### src/rtl/pattern_scan_ctrl.sv
// Serial "101" pattern scanner: captures a word, shifts it MSB first through an
// overlapping Moore detector and reports the number of matches with valid/ready handshakes.
module pattern_scan_ctrl #(
    parameter int unsigned WIDTH = 8,
    parameter int unsigned CNT_W = 4
) (
    input  logic             clk,
    input  logic             rst,
    input  logic             in_valid,
    input  logic [WIDTH-1:0] in_data,
    output logic             in_ready,
    input  logic             chain,
    output logic             out_valid,
    output logic [CNT_W-1:0] out_count,
    input  logic             out_ready,
    output logic             ser_bit,
    output logic [1:0]       PS_out
);

    localparam int unsigned BIT_W = $clog2(WIDTH + 1);

    typedef enum logic [1:0] {
        IDLE  = 2'd0,
        SHIFT = 2'd1,
        DONE  = 2'd2
    } state_t;

    typedef enum logic [1:0] {
        S0 = 2'b00,
        S1 = 2'b01,
        S2 = 2'b10,
        S3 = 2'b11
    } det_t;

    state_t           r_state;
    state_t           w_state_next;
    det_t             r_det;
    det_t             w_det_next;
    det_t             w_det_step;
    logic [WIDTH-1:0] r_shift;
    logic [WIDTH-1:0] w_shift_next;
    logic [BIT_W-1:0] r_bitcnt;
    logic [BIT_W-1:0] w_bitcnt_next;
    logic [CNT_W-1:0] r_count;
    logic [CNT_W-1:0] w_count_next;
    logic             w_ser;

    assign w_ser     = (r_state == SHIFT) ? r_shift[WIDTH-1] : 1'b0;
    assign in_ready  = (r_state == IDLE);
    assign out_valid = (r_state == DONE);
    assign out_count = r_count;
    assign ser_bit   = w_ser;
    assign PS_out    = r_det;

    // Overlapping detector: after a match a trailing 1 restarts the pattern.
    always_comb begin
        w_det_step = r_det;
        case (r_det)
            S0: w_det_step = w_ser ? S1 : S0;
            S1: w_det_step = w_ser ? S1 : S2;
            S2: w_det_step = w_ser ? S3 : S0;
            S3: w_det_step = w_ser ? S1 : S2;
        endcase
    end

    always_comb begin
        w_state_next  = r_state;
        w_det_next    = r_det;
        w_shift_next  = r_shift;
        w_bitcnt_next = r_bitcnt;
        w_count_next  = r_count;
        unique case (r_state)
            IDLE: begin
                if (in_valid) begin
                    w_shift_next  = in_data;
                    w_bitcnt_next = '0;
                    w_count_next  = '0;
                    if (!chain) begin
                        w_det_next = S0;
                    end
                    w_state_next = SHIFT;
                end
            end
            SHIFT: begin
                w_det_next    = w_det_step;
                w_shift_next  = {r_shift[WIDTH-2:0], 1'b0};
                w_bitcnt_next = r_bitcnt + BIT_W'(1);
                if (w_det_step == S3 && r_count != {CNT_W{1'b1}}) begin
                    w_count_next = r_count + CNT_W'(1);
                end
                if (r_bitcnt == BIT_W'(WIDTH - 1)) begin
                    w_state_next = DONE;
                end
            end
            DONE: begin
                if (out_ready) begin
                    w_state_next = IDLE;
                end
            end
            default: w_state_next = IDLE;
        endcase
    end

    always_ff @(posedge clk or negedge rst) begin
        if (!rst) begin
            r_state  <= IDLE;
            r_det    <= S0;
            r_shift  <= '0;
            r_bitcnt <= '0;
            r_count  <= '0;
        end else begin
            r_state  <= w_state_next;
            r_det    <= w_det_next;
            r_shift  <= w_shift_next;
            r_bitcnt <= w_bitcnt_next;
            r_count  <= w_count_next;
        end
    end

endmodule

### config.mk
export PLATFORM = sky130hd
export DESIGN_NAME = pattern_scan_ctrl
export DESIGN_NICKNAME = d
export VERILOG_FILES = /design/src/rtl/pattern_scan_ctrl.sv
export SDC_FILE = /design/constraint.sdc
export NUM_CORES = 1
export LEC_CHECK = 0
export ABC_AREA = 0
export CORE_MARGIN = 2
export CORE_UTILIZATION = 55
export DETAILED_ROUTE_END_ITERATION = 8
export DONT_BUFFER_PORTS = 1
export GPL_TIMING_DRIVEN = 1
export PLACE_DENSITY = 0.73
export SYNTH_ARGS = -nofsm -noshare
export SYNTH_HDL_FRONTEND = slang
export SYNTH_SLANG_ARGS = --single-unit
export TNS_END_PERCENT = 5
### constraint.sdc
create_clock -name clk -period 2 [get_ports clk]
set_input_delay 0.5 -clock clk [delete_from_list [all_inputs] [get_ports clk]]
set_output_delay 0.5 -clock clk [all_outputs]
set_load 0.05 [all_outputs]
==> results of run 1 <==
## layout make-up
| cell class | count | share of cell area (%) |
|---|---|---|
| sequential | 20 | 47.51 |
| multi-input combinational | 65 | 40.26 |
| timing repair buffer | 9 | 6.651 |
| clock buffer | 3 | 2.138 |
| tap | 17 | 2.019 |
| inverter | 4 | 1.425 |
## cell usage in the layout, fill, tap and decap left out
cell type and n:
sky130_fd_sc_hd__dlygate4sd3_1 1, sky130_fd_sc_hd__clkbuf_4 3, sky130_fd_sc_hd__nand3_1 2, sky130_fd_sc_hd__o21ai_0 13, sky130_fd_sc_hd__nand2_1 16, sky130_fd_sc_hd__and2b_2 1
sky130_fd_sc_hd__nand2b_1 4, sky130_fd_sc_hd__nand3b_1 1, sky130_fd_sc_hd__buf_4 8, sky130_fd_sc_hd__nor2b_1 1, sky130_fd_sc_hd__a32o_1 1, sky130_fd_sc_hd__o21bai_1 1
sky130_fd_sc_hd__o31ai_1 1, sky130_fd_sc_hd__inv_1 4, sky130_fd_sc_hd__a22o_1 2, sky130_fd_sc_hd__mux2i_1 11, sky130_fd_sc_hd__a21oi_1 2, sky130_fd_sc_hd__nor2_1 3
sky130_fd_sc_hd__ha_1 2, sky130_fd_sc_hd__o2bb2ai_1 1, sky130_fd_sc_hd__nor4_4 1, sky130_fd_sc_hd__and3_1 1, sky130_fd_sc_hd__dfrtp_1 20, sky130_fd_sc_hd__nand4_1 1
## sequential cells by signal, summed over array words and instances, names as in the netlist
register,flops
PS_out,2
out_count,4
r_bitcnt,4
r_shift,8
r_state,2
## routing by layer
metal | GRT usage (%) | up-vias | part of all wire, %
li1 | - | 342 | -
met1 | 25.97 | 328 | 46
met2 | 30.14 | 15 | 49
met3 | 4.365 | 4 | 3.1
met4 | 12.35 | 0 | 2.1
met5 | 0 | - | 0
## critical path: stages (launching register included)
cell,delay [ns]
sky130_fd_sc_hd__dfrtp_1,0.43
sky130_fd_sc_hd__nor2_1,0.34
sky130_fd_sc_hd__buf_4,0.28
## path summary, 6_finish.rpt
check	from	slack, ns	cells after the start	endpoint
max in group asynchronous	rst	0.68	1	r_bitcnt[0]
setup / recovery	r_state[0]	0.15	2	in_ready
setup reg to reg	out_count[0]	0.49	5	out_count[3]
min in group asynchronous	rst	0.77	1	PS_out[0]
hold reg to reg	r_shift[6]	0.50	2	r_shift[6]
hold / removal	in_data[0]	0.36	1	r_shift[0]
## where the power goes
part / total (mW) / internal (mW) / switching (mW)
registers: 0.663 / 0.560 / 0.103
logic: 0.804 / 0.277 / 0.527
clock network: 0.184 / 0.0702 / 0.114
## cell families after synthesis
group           after synthesis
mux                          11
buf+inv                       7
flops                        20
fa+ha+maj                     2
simple gates                 31
compound gates               21
## through the flow
stage	worst slack [ns]	utilization, %	std cells
detailed placement	0.4826	61.12	114
CTS	0.1434	63.07	118
finish	0.1511	63.07	118
floorplan	0.1522	-	92
global route	0.06456	63.07	118
global placement	0.4988	61.12	114
==> impl_results.md, run 1 <==
* Status: complete, no violations
* Worst-path fanout max at 6
* Wire length of the first global-routing pass at 2884 um
* Yosys reg bits at 20
* Number of nets with antenna violations after detailed routing at 0
* Combinational family with the most area after synthesis: simple AND/OR/NAND/NOR gates
* Class of the tightest hold or removal check: in -> reg
* Number of DRC markers after the initial detailed-route iteration at 8
* Number of distinct library cell variants in the gate-level netlist after synthesis at 23
* Number of global-route vias before repair at 683
* Setup Total Neg Slack at 0 ns
* Fill cell total of the finished layout at 153
* Die outline area at 2083 um2
* Post-synthesis async set-or-reset flop share at 100.0%
* Total area of multi-input combinational cells at 424.2 um2
* Startpoint Class: register
* Proportion of synthesized area in mux cells at 11.55%
* Average wire per cell in the routed design at 14.59 um
* Number of flops mapped to enable cells by yosys at 0
* Critical path type: reg -> out
* Routed WL at 1722 um
* Final GP Congestion at 0.7175
* Avg Synthesized Cell Area at 10.36 um2
* Clock root buffer: sky130_fd_sc_hd__clkbuf_4
* Vertical extent of the die at 45.64 um
* Gate Count Post-Synth at 92
* Worst setup skew after layout at 0.003157 ns
* Leakage power summed over all cells at 0.5002 nW
* P per Cell Area at 1566 nW/um2
* Number of nets in the final layout at 118
* Number of warnings issued by yosys at 0
* Inserted Diodes at 0
* CTS tree: done
* HPWL reported at the end of detailed placement at 1315 um
* Insertion delay of the later-clocked pin in the worst-skew pair at 0.29 ns
* Initial core utilization at 57.08%
* Number of setup violations in the final report at 0
* Number of slew-limit violations in the final report at 0
* Synth-to-Final Area Change at 10.50%
* Global-route total usage across every layer at 19.97%
* Largest area contributor in the synthesized netlist: sky130_fd_sc_hd__dfrtp_1
* Top area cells in the synthesized netlist: sky130_fd_sc_hd__dfrtp_1 52%, sky130_fd_sc_hd__mux2i_1 12%, sky130_fd_sc_hd__o21ai_0 6.8%
* Fin. Hold Viols at 0
* FMAX at 540.9 MHz
* Number of primary I/O pins at 22
* Post-CTS Hold Buffers at 1
* Post-route DRC at 0
* # rows at 15
* Core outline area at 1670 um2
* CTS clk-pin slew, worst paths at 0.10 ns
* Number of H-tree branching levels at 1
* Finished Cell Area at 1054 um2
* Share of final-layout standard cells stronger than drive strength 1 at 12.87%
* Transition time of the tightest slew-check pin at 0.9050 ns
* Clock Path Buffers at 2
* Synthesized-area fraction occupied by and/or/nand/nor cells at 17.06%
* Netlist area before placement at 953.4 um2
* Most common library cells after synthesis: 20 x sky130_fd_sc_hd__dfrtp_1, 16 x sky130_fd_sc_hd__nand2_1, 13 x sky130_fd_sc_hd__o21ai_0
* Number of vias after detailed routing at 689
* Register area at 500.5 um2
* Post-layout power at 1.650 mW
* WP data required at 1.50 ns
* Pin count of the biggest net entering global routing at 21
* Area share of fa/ha/maj cells after synthesis at 2.625%
* Most used DFF post-synth: sky130_fd_sc_hd__dfrtp_1
* Resize count post-CTS at 0
* Number of buffers created by CTS at 3
* Final global-route overflow total at 0
* Number of input and output port buffers inserted at 0
* Horizontal extent of the die at 45.64 um
* Synth Net Count at 107
* Antenna violations before repair at 0
* Post-CTS repair timing setup buffer count at 0
* Critical path capture point type: primary output
* Tcrit/Tclk final at 92.44%
* Max-Cap Viols at 0
* Instance area at placement at 1021 um2
* Drt first pass iters at 4
* Sequential share of the synthesized area at 52.49%
* Library cell with the highest instance count after synthesis: sky130_fd_sc_hd__dfrtp_1
* Worst slew slack as a fraction of its limit at 39.47%
* Arrival @ worst endpoint at 1.35 ns
* Area share of the leading cell type in the synthesized netlist at 52.49%
* Avg Vias per Cell at 5.839
* Sinks on the clock net at 20
* Max IR drop VDD at 0.7480 mV
* Complex-gate fraction of the synthesized area at 13.25%
* Post-Synth XOR/XNOR Area at 0%
* Worst hold margin at 0.3599 ns
* Minimum clock period at 1.849 ns
* Setup repair after global routing missed its margin: false
Power figures use the tool's default switching activity.
==> inputs of run 2 (changes only) <==
--- a/config.mk
+++ b/config.mk
@@ -7,11 +7,12 @@
 export LEC_CHECK = 0
 export ABC_AREA = 0
 export CORE_MARGIN = 2
-export CORE_UTILIZATION = 55
+export CORE_UTILIZATION = 59
 export DETAILED_ROUTE_END_ITERATION = 8
 export DONT_BUFFER_PORTS = 1
 export GPL_TIMING_DRIVEN = 1
-export PLACE_DENSITY = 0.73
+export MAX_ROUTING_LAYER = met4
+export PLACE_DENSITY = 0.78
 export SYNTH_ARGS = -nofsm -noshare
 export SYNTH_HDL_FRONTEND = slang
 export SYNTH_SLANG_ARGS = --single-unit
==> run 2 against run 1 <==
Worst setup slack better by 0.0026 ns. Wire length is 1.1% higher. Register-to-register slack worse by 0.02 ns. Via count is 1.3% lower. Total power is 0.23% lower. First-iteration DRC count is 25% higher. Critical endpoint is now ser_bit. Largest cell class unchanged. Largest power group unchanged.
==> impl_results.md, run 2 (synthesized netlist as in run 1, its figures left out) <==
* Status: complete, no violations
* Leakage power summed over all cells at 0.4953 nW
* Clock root buffer: sky130_fd_sc_hd__clkbuf_4
* Startpoint Class: register
* Number of DRC markers after the initial detailed-route iteration at 10
* Wire length of the first global-routing pass at 2794 um
* Fill cell total of the finished layout at 115
* Inserted Diodes at 0
* P per Cell Area at 1576 nW/um2
* Number of flip-flops under the largest register name at 8
* Class of the tightest hold or removal check: in -> reg
* Worst-path fanout max at 6
* Critical path capture point type: primary output
* Initial core utilization at 63.29%
* Dpl ws at 0.4673 ns
* Number of slew-limit violations in the final report at 0
* Transition time of the tightest slew-check pin at 0.8844 ns
* Critical path type: reg -> out
* Tcrit/Tclk final at 92.32%
* Clock Path Buffers at 2
* FMAX at 541.6 MHz
* Antenna violations before repair at 0
* Worst hold margin at 0.3532 ns
* Layout Utilization at 69.35%
* Register with the most flip-flops: r_shift
* Arrival @ worst endpoint at 1.35 ns
* Horizontal extent of the die at 44.20 um
* Minimum clock period at 1.846 ns
* Average wire per cell in the routed design at 15.01 um
* Drt first pass iters at 4
* Sinks on the clock net at 20
* Core outline area at 1506 um2
* Max-Cap Viols at 0
* Fin. Hold Viols at 0
* Die outline area at 1954 um2
* HPWL reported at the end of detailed placement at 1317 um
* Final GP Congestion at 0.7589
* Vertical extent of the die at 44.20 um
* Total area of multi-input combinational cells at 424.2 um2
* Avg Vias per Cell at 5.862
* Most common cell after layout, fill and taps aside: sky130_fd_sc_hd__dfrtp_1
* Setup slack of the critical path after layout at 0.1537 ns
* CTS tree: done
* Max IR drop VDD at 0.8624 mV
* Number of global-route vias before repair at 639
* Number of primary I/O pins at 22
* # rows at 14
* Share of final-layout standard cells stronger than drive strength 1 at 12.00%
* Routed WL at 1741 um
* Post-layout power at 1.646 mW
* Register area at 500.5 um2
* Setup Total Neg Slack at 0 ns
* Final global-route overflow total at 0
* Number of nets with antenna violations after detailed routing at 0
* CTS clk-pin slew, worst paths at 0.10 ns
* Pin count of the biggest net entering global routing at 21
* Worst slew slack as a fraction of its limit at 40.84%
* Highest-count cells in the layout ignoring fill and taps: 20 x sky130_fd_sc_hd__dfrtp_1, 16 x sky130_fd_sc_hd__nand2_1, 13 x sky130_fd_sc_hd__o21ai_0
* Setup repair after global routing missed its margin: false
* Number of H-tree branching levels at 1
* Insertion delay of the later-clocked pin in the worst-skew pair at 0.30 ns
* Global-route total usage across every layer at 20.87%
* Number of buffers created by CTS at 3
* Worst setup skew after layout at 0.004291 ns
* Number of input and output port buffers inserted at 0
* Synth-to-Final Area Change at 9.580%
* Post-route DRC at 0
* Number of setup violations in the final report at 0
* Number of nets in the final layout at 117
* Number of vias after detailed routing at 680
* WP data required at 1.50 ns
## run 2: per-stage QoR
stage               cell area (um2)  cells
floorplan                     953.4     92
global placement               1012    112
detailed placement             1012    112
CTS                            1045    116
global route                   1045    116
finish                         1045    116
## run 2: per-layer routing
layer,part of all wire (%),wire length [um],track usage (%)
met1,45,775,25.34
met3,4.4,76,3.265
met2,49,851,32.65
met5,0,0,-
met4,2.2,38,12.73
## run 2: area by class of cell
cell class | count | share of cell area [%]
flip-flops and latches | 20 | 47.90
inverters | 4 | 1.437
repair buffers | 8 | 5.988
well taps | 16 | 1.916
clock buffers | 3 | 2.156
multi-input cells | 65 | 40.60
## run 2: final timing paths
kind	depth (start not counted)	endpoint	startpoint	slack (ns)
setup / recovery	2	ser_bit	r_state[1]	0.15
hold / removal	1	r_shift[0]	in_data[0]	0.35
setup reg to reg	4	out_count[3]	PS_out[0]	0.47
hold reg to reg	2	r_shift[6]	r_shift[6]	0.50
max in group asynchronous	1	out_count[1]	rst	0.71
min in group asynchronous	1	r_shift[7]	rst	0.75
## run 2: worst max-delay path, cell delays in order, from the launching register on
cell	delay [ns]
sky130_fd_sc_hd__dfrtp_1	0.43
sky130_fd_sc_hd__nand3b_1	0.25
sky130_fd_sc_hd__inv_1	0.37
## run 2: what timing repair did
item | in CTS | in global routing
hold buffers | 1 | 0
endpoints found under the hold margin | 20 | 0
buffers inserted | 0 | 0
gates resized for setup | 0 | 0
## run 2: power breakdown
group	switching, mW	total [mW]	internal [mW]	leakage [nW]
registers	0.144	0.703	0.559	0.257
logic	0.486	0.752	0.266	0.225
clock network	0.121	0.191	0.0703	0.0138
==> inputs of run 3 (changes only) <==
--- a/config.mk
+++ b/config.mk
@@ -7,12 +7,13 @@
 export LEC_CHECK = 0
 export ABC_AREA = 0
 export CORE_MARGIN = 2
-export CORE_UTILIZATION = 59
+export CORE_UTILIZATION = 44
 export DETAILED_ROUTE_END_ITERATION = 8
 export DONT_BUFFER_PORTS = 1
 export GPL_TIMING_DRIVEN = 1
+export HOLD_SLACK_MARGIN = 0.05
 export MAX_ROUTING_LAYER = met4
-export PLACE_DENSITY = 0.78
+export PLACE_DENSITY = 0.62
 export SYNTH_ARGS = -nofsm -noshare
 export SYNTH_HDL_FRONTEND = slang
 export SYNTH_SLANG_ARGS = --single-unit
==> run 3 against run 2 <==
Via count fell by 1.9%. Clock skew grew 0.0041 ns. Sequential power fell by 6.0%. Critical path depth did not move. First-iteration DRC count decreased by 20%. Combinational power grew 9.6%. Largest power group unchanged. Die area up 31%. Hold slack better by 0.0090 ns. Clock power grew 23%. Worst setup slack better by 0.0061 ns. Final cell count is 12% higher.
==> impl_results.md, run 3 (synthesized netlist as in run 1, its figures left out) <==
* Status: complete, no violations
* Critical Path Sink: ser_bit
* Final GP Congestion at 0.7616
* Critical path capture point type: primary output
* Resize count post-CTS at 0
* Worst slew slack as a fraction of its limit at 40.41%
* Share of final-layout standard cells stronger than drive strength 1 at 14.56%
* Avg Vias per Cell at 5.131
* Inserted Diodes at 0
* CTS tree: done
* Number of buffers created by CTS at 3
* Setup Total Neg Slack at 0 ns
* Number of setup violations in the final report at 0
* Drt first pass iters at 2
* Number of nets in the final layout at 119
* WP data required at 1.50 ns
* Antenna violations before repair at 0
* Capturing point of the worst reg2reg path: out_count[3]
* Leakage power summed over all cells at 0.5127 nW
* Global-route total usage across every layer at 18.35%
* Stage delay of the slowest cell on the critical path at 0.43 ns
* Register with the most flip-flops: r_shift
* Synth-to-Final Area Change at 14.04%
* FMAX at 543.4 MHz
* First element of the critical path: r_state[1]
* HPWL reported at the end of detailed placement at 1369 um
* Core outline area at 2002 um2
* Number of global-route vias before repair at 770
* Number of cells traversed by the worst register-to-register path at 5
* Worst-path fanout max at 6
* Wire length of the first global-routing pass at 3353 um
* Critical Path, Cell by Cell: nand3b_1, inv_1
* Transition time of the tightest slew-check pin at 0.8908 ns
* Clock root buffer: sky130_fd_sc_hd__clkbuf_4
* Die outline area at 2555 um2
* Clock Path Buffers at 2
* Max-Cap Viols at 0
* Pin count of the biggest net entering global routing at 21
* Reg-to-Reg Start: out_count[0]
* Number of nets with antenna violations after detailed routing at 0
* Most common cell after layout, fill and taps aside: sky130_fd_sc_hd__dfrtp_1
* Number of slew-limit violations in the final report at 0
* Vertical extent of the die at 50.55 um
* Startpoint Class: register
* Final global-route overflow total at 0
* Initial core utilization at 47.62%
* Average wire per cell in the routed design at 14.26 um
* Critical path type: reg -> out
* Arrival @ worst endpoint at 1.34 ns
* Slack of the worst reg-to-reg path at 0.49 ns
* Insertion delay of the later-clocked pin in the worst-skew pair at 0.30 ns
* Minimum clock period at 1.840 ns
* Tcrit/Tclk final at 92.01%
* Post-layout power at 1.720 mW
* Worst setup skew after layout at 0.008354 ns
* Class of the tightest hold or removal check: in -> reg
* Number of DRC markers after the initial detailed-route iteration at 8
* Sinks on the clock net at 20
* Fill cell total of the finished layout at 187
* Setup repair after global routing missed its margin: false
* Max IR drop VDD at 0.6172 mV
* Number of H-tree branching levels at 1
* Fin. Hold Viols at 0
* Post-route DRC at 0
* P per Cell Area at 1582 nW/um2
* Horizontal extent of the die at 50.55 um
* CTS clk-pin slew, worst paths at 0.11 ns
* # rows at 16
* Number of input and output port buffers inserted at 0
* Routed WL at 1854 um
* Number of flip-flops under the largest register name at 8
* Critical Path Slowest Stage Cell: sky130_fd_sc_hd__dfrtp_1
* Highest-count cells in the layout ignoring fill and taps: 20 x sky130_fd_sc_hd__dfrtp_1, 16 x sky130_fd_sc_hd__nand2_1, 13 x sky130_fd_sc_hd__o21ai_0
* Number of vias after detailed routing at 667
* Number of primary I/O pins at 22
## run 3: metal layers
metal	vias to the layer above	routed length [um]	GRT usage [%]
met1	314	813	19.92
met4	0	11	8.108
li1	341	-	-
met5	-	0	-
met3	2	71	4.167
met2	10	957	32.02
## run 3: layout make-up
class,count,area [um2],area share [%]
multi-input cells,65,424.2,39.01
clock buffers,4,36.28,3.337
well taps,27,33.78,3.107
flip-flops and latches,20,500.5,46.03
inverters,4,15.01,1.381
repair buffers,10,77.57,7.135
## run 3: stage by stage
step                      area [um2]  instances  setup slack [ns]  hold WS (ns)  util (%)
final                           1087        130            0.1598        0.3622     54.31
after CTS                       1087        130            0.1416        0.3510     54.31
after detailed placement        1041        125            0.4889        0.2048     52.00
after floorplan                953.4         92            0.1522        0.2044         -
after global placement          1041        125            0.4988        0.2048     52.00
after global routing            1087        130           0.05049        0.3494     54.31
## run 3: power breakdown
| part | internal (mW) | switching [mW] | leakage (nW) |
|---|---|---|---|
| Clock | 0.111 | 0.123 | 0.0210 |
| Sequential | 0.559 | 0.102 | 0.257 |
| Combinational | 0.286 | 0.538 | 0.235 |
## run 3: repair_timing
action	in CTS	in global routing
buffers inserted	0	0
hold endpoints to repair	20	0
hold buffers	1	0
## run 3: worst min-delay path by stage
stage                    to  startpoint  depth (start not counted)
2_1_floorplan     PS_out[0]         rst                          0
3_3_place_gp   out_count[3]         rst                          0
3_5_place_dp   out_count[3]         rst                          0
4_1_cts          r_shift[0]  in_data[0]                          1
5_1_grt          r_shift[0]  in_data[0]                          1
6_report         r_shift[0]  in_data[0]                          1
## run 3: worst max-delay path, delay by kind of cell, from the launching register on
kind / cells / cell delay [ns]
buffers and inverters: 1 / 0.37
DFF: 1 / 0.43
and+or+nand+nor: 1 / 0.24
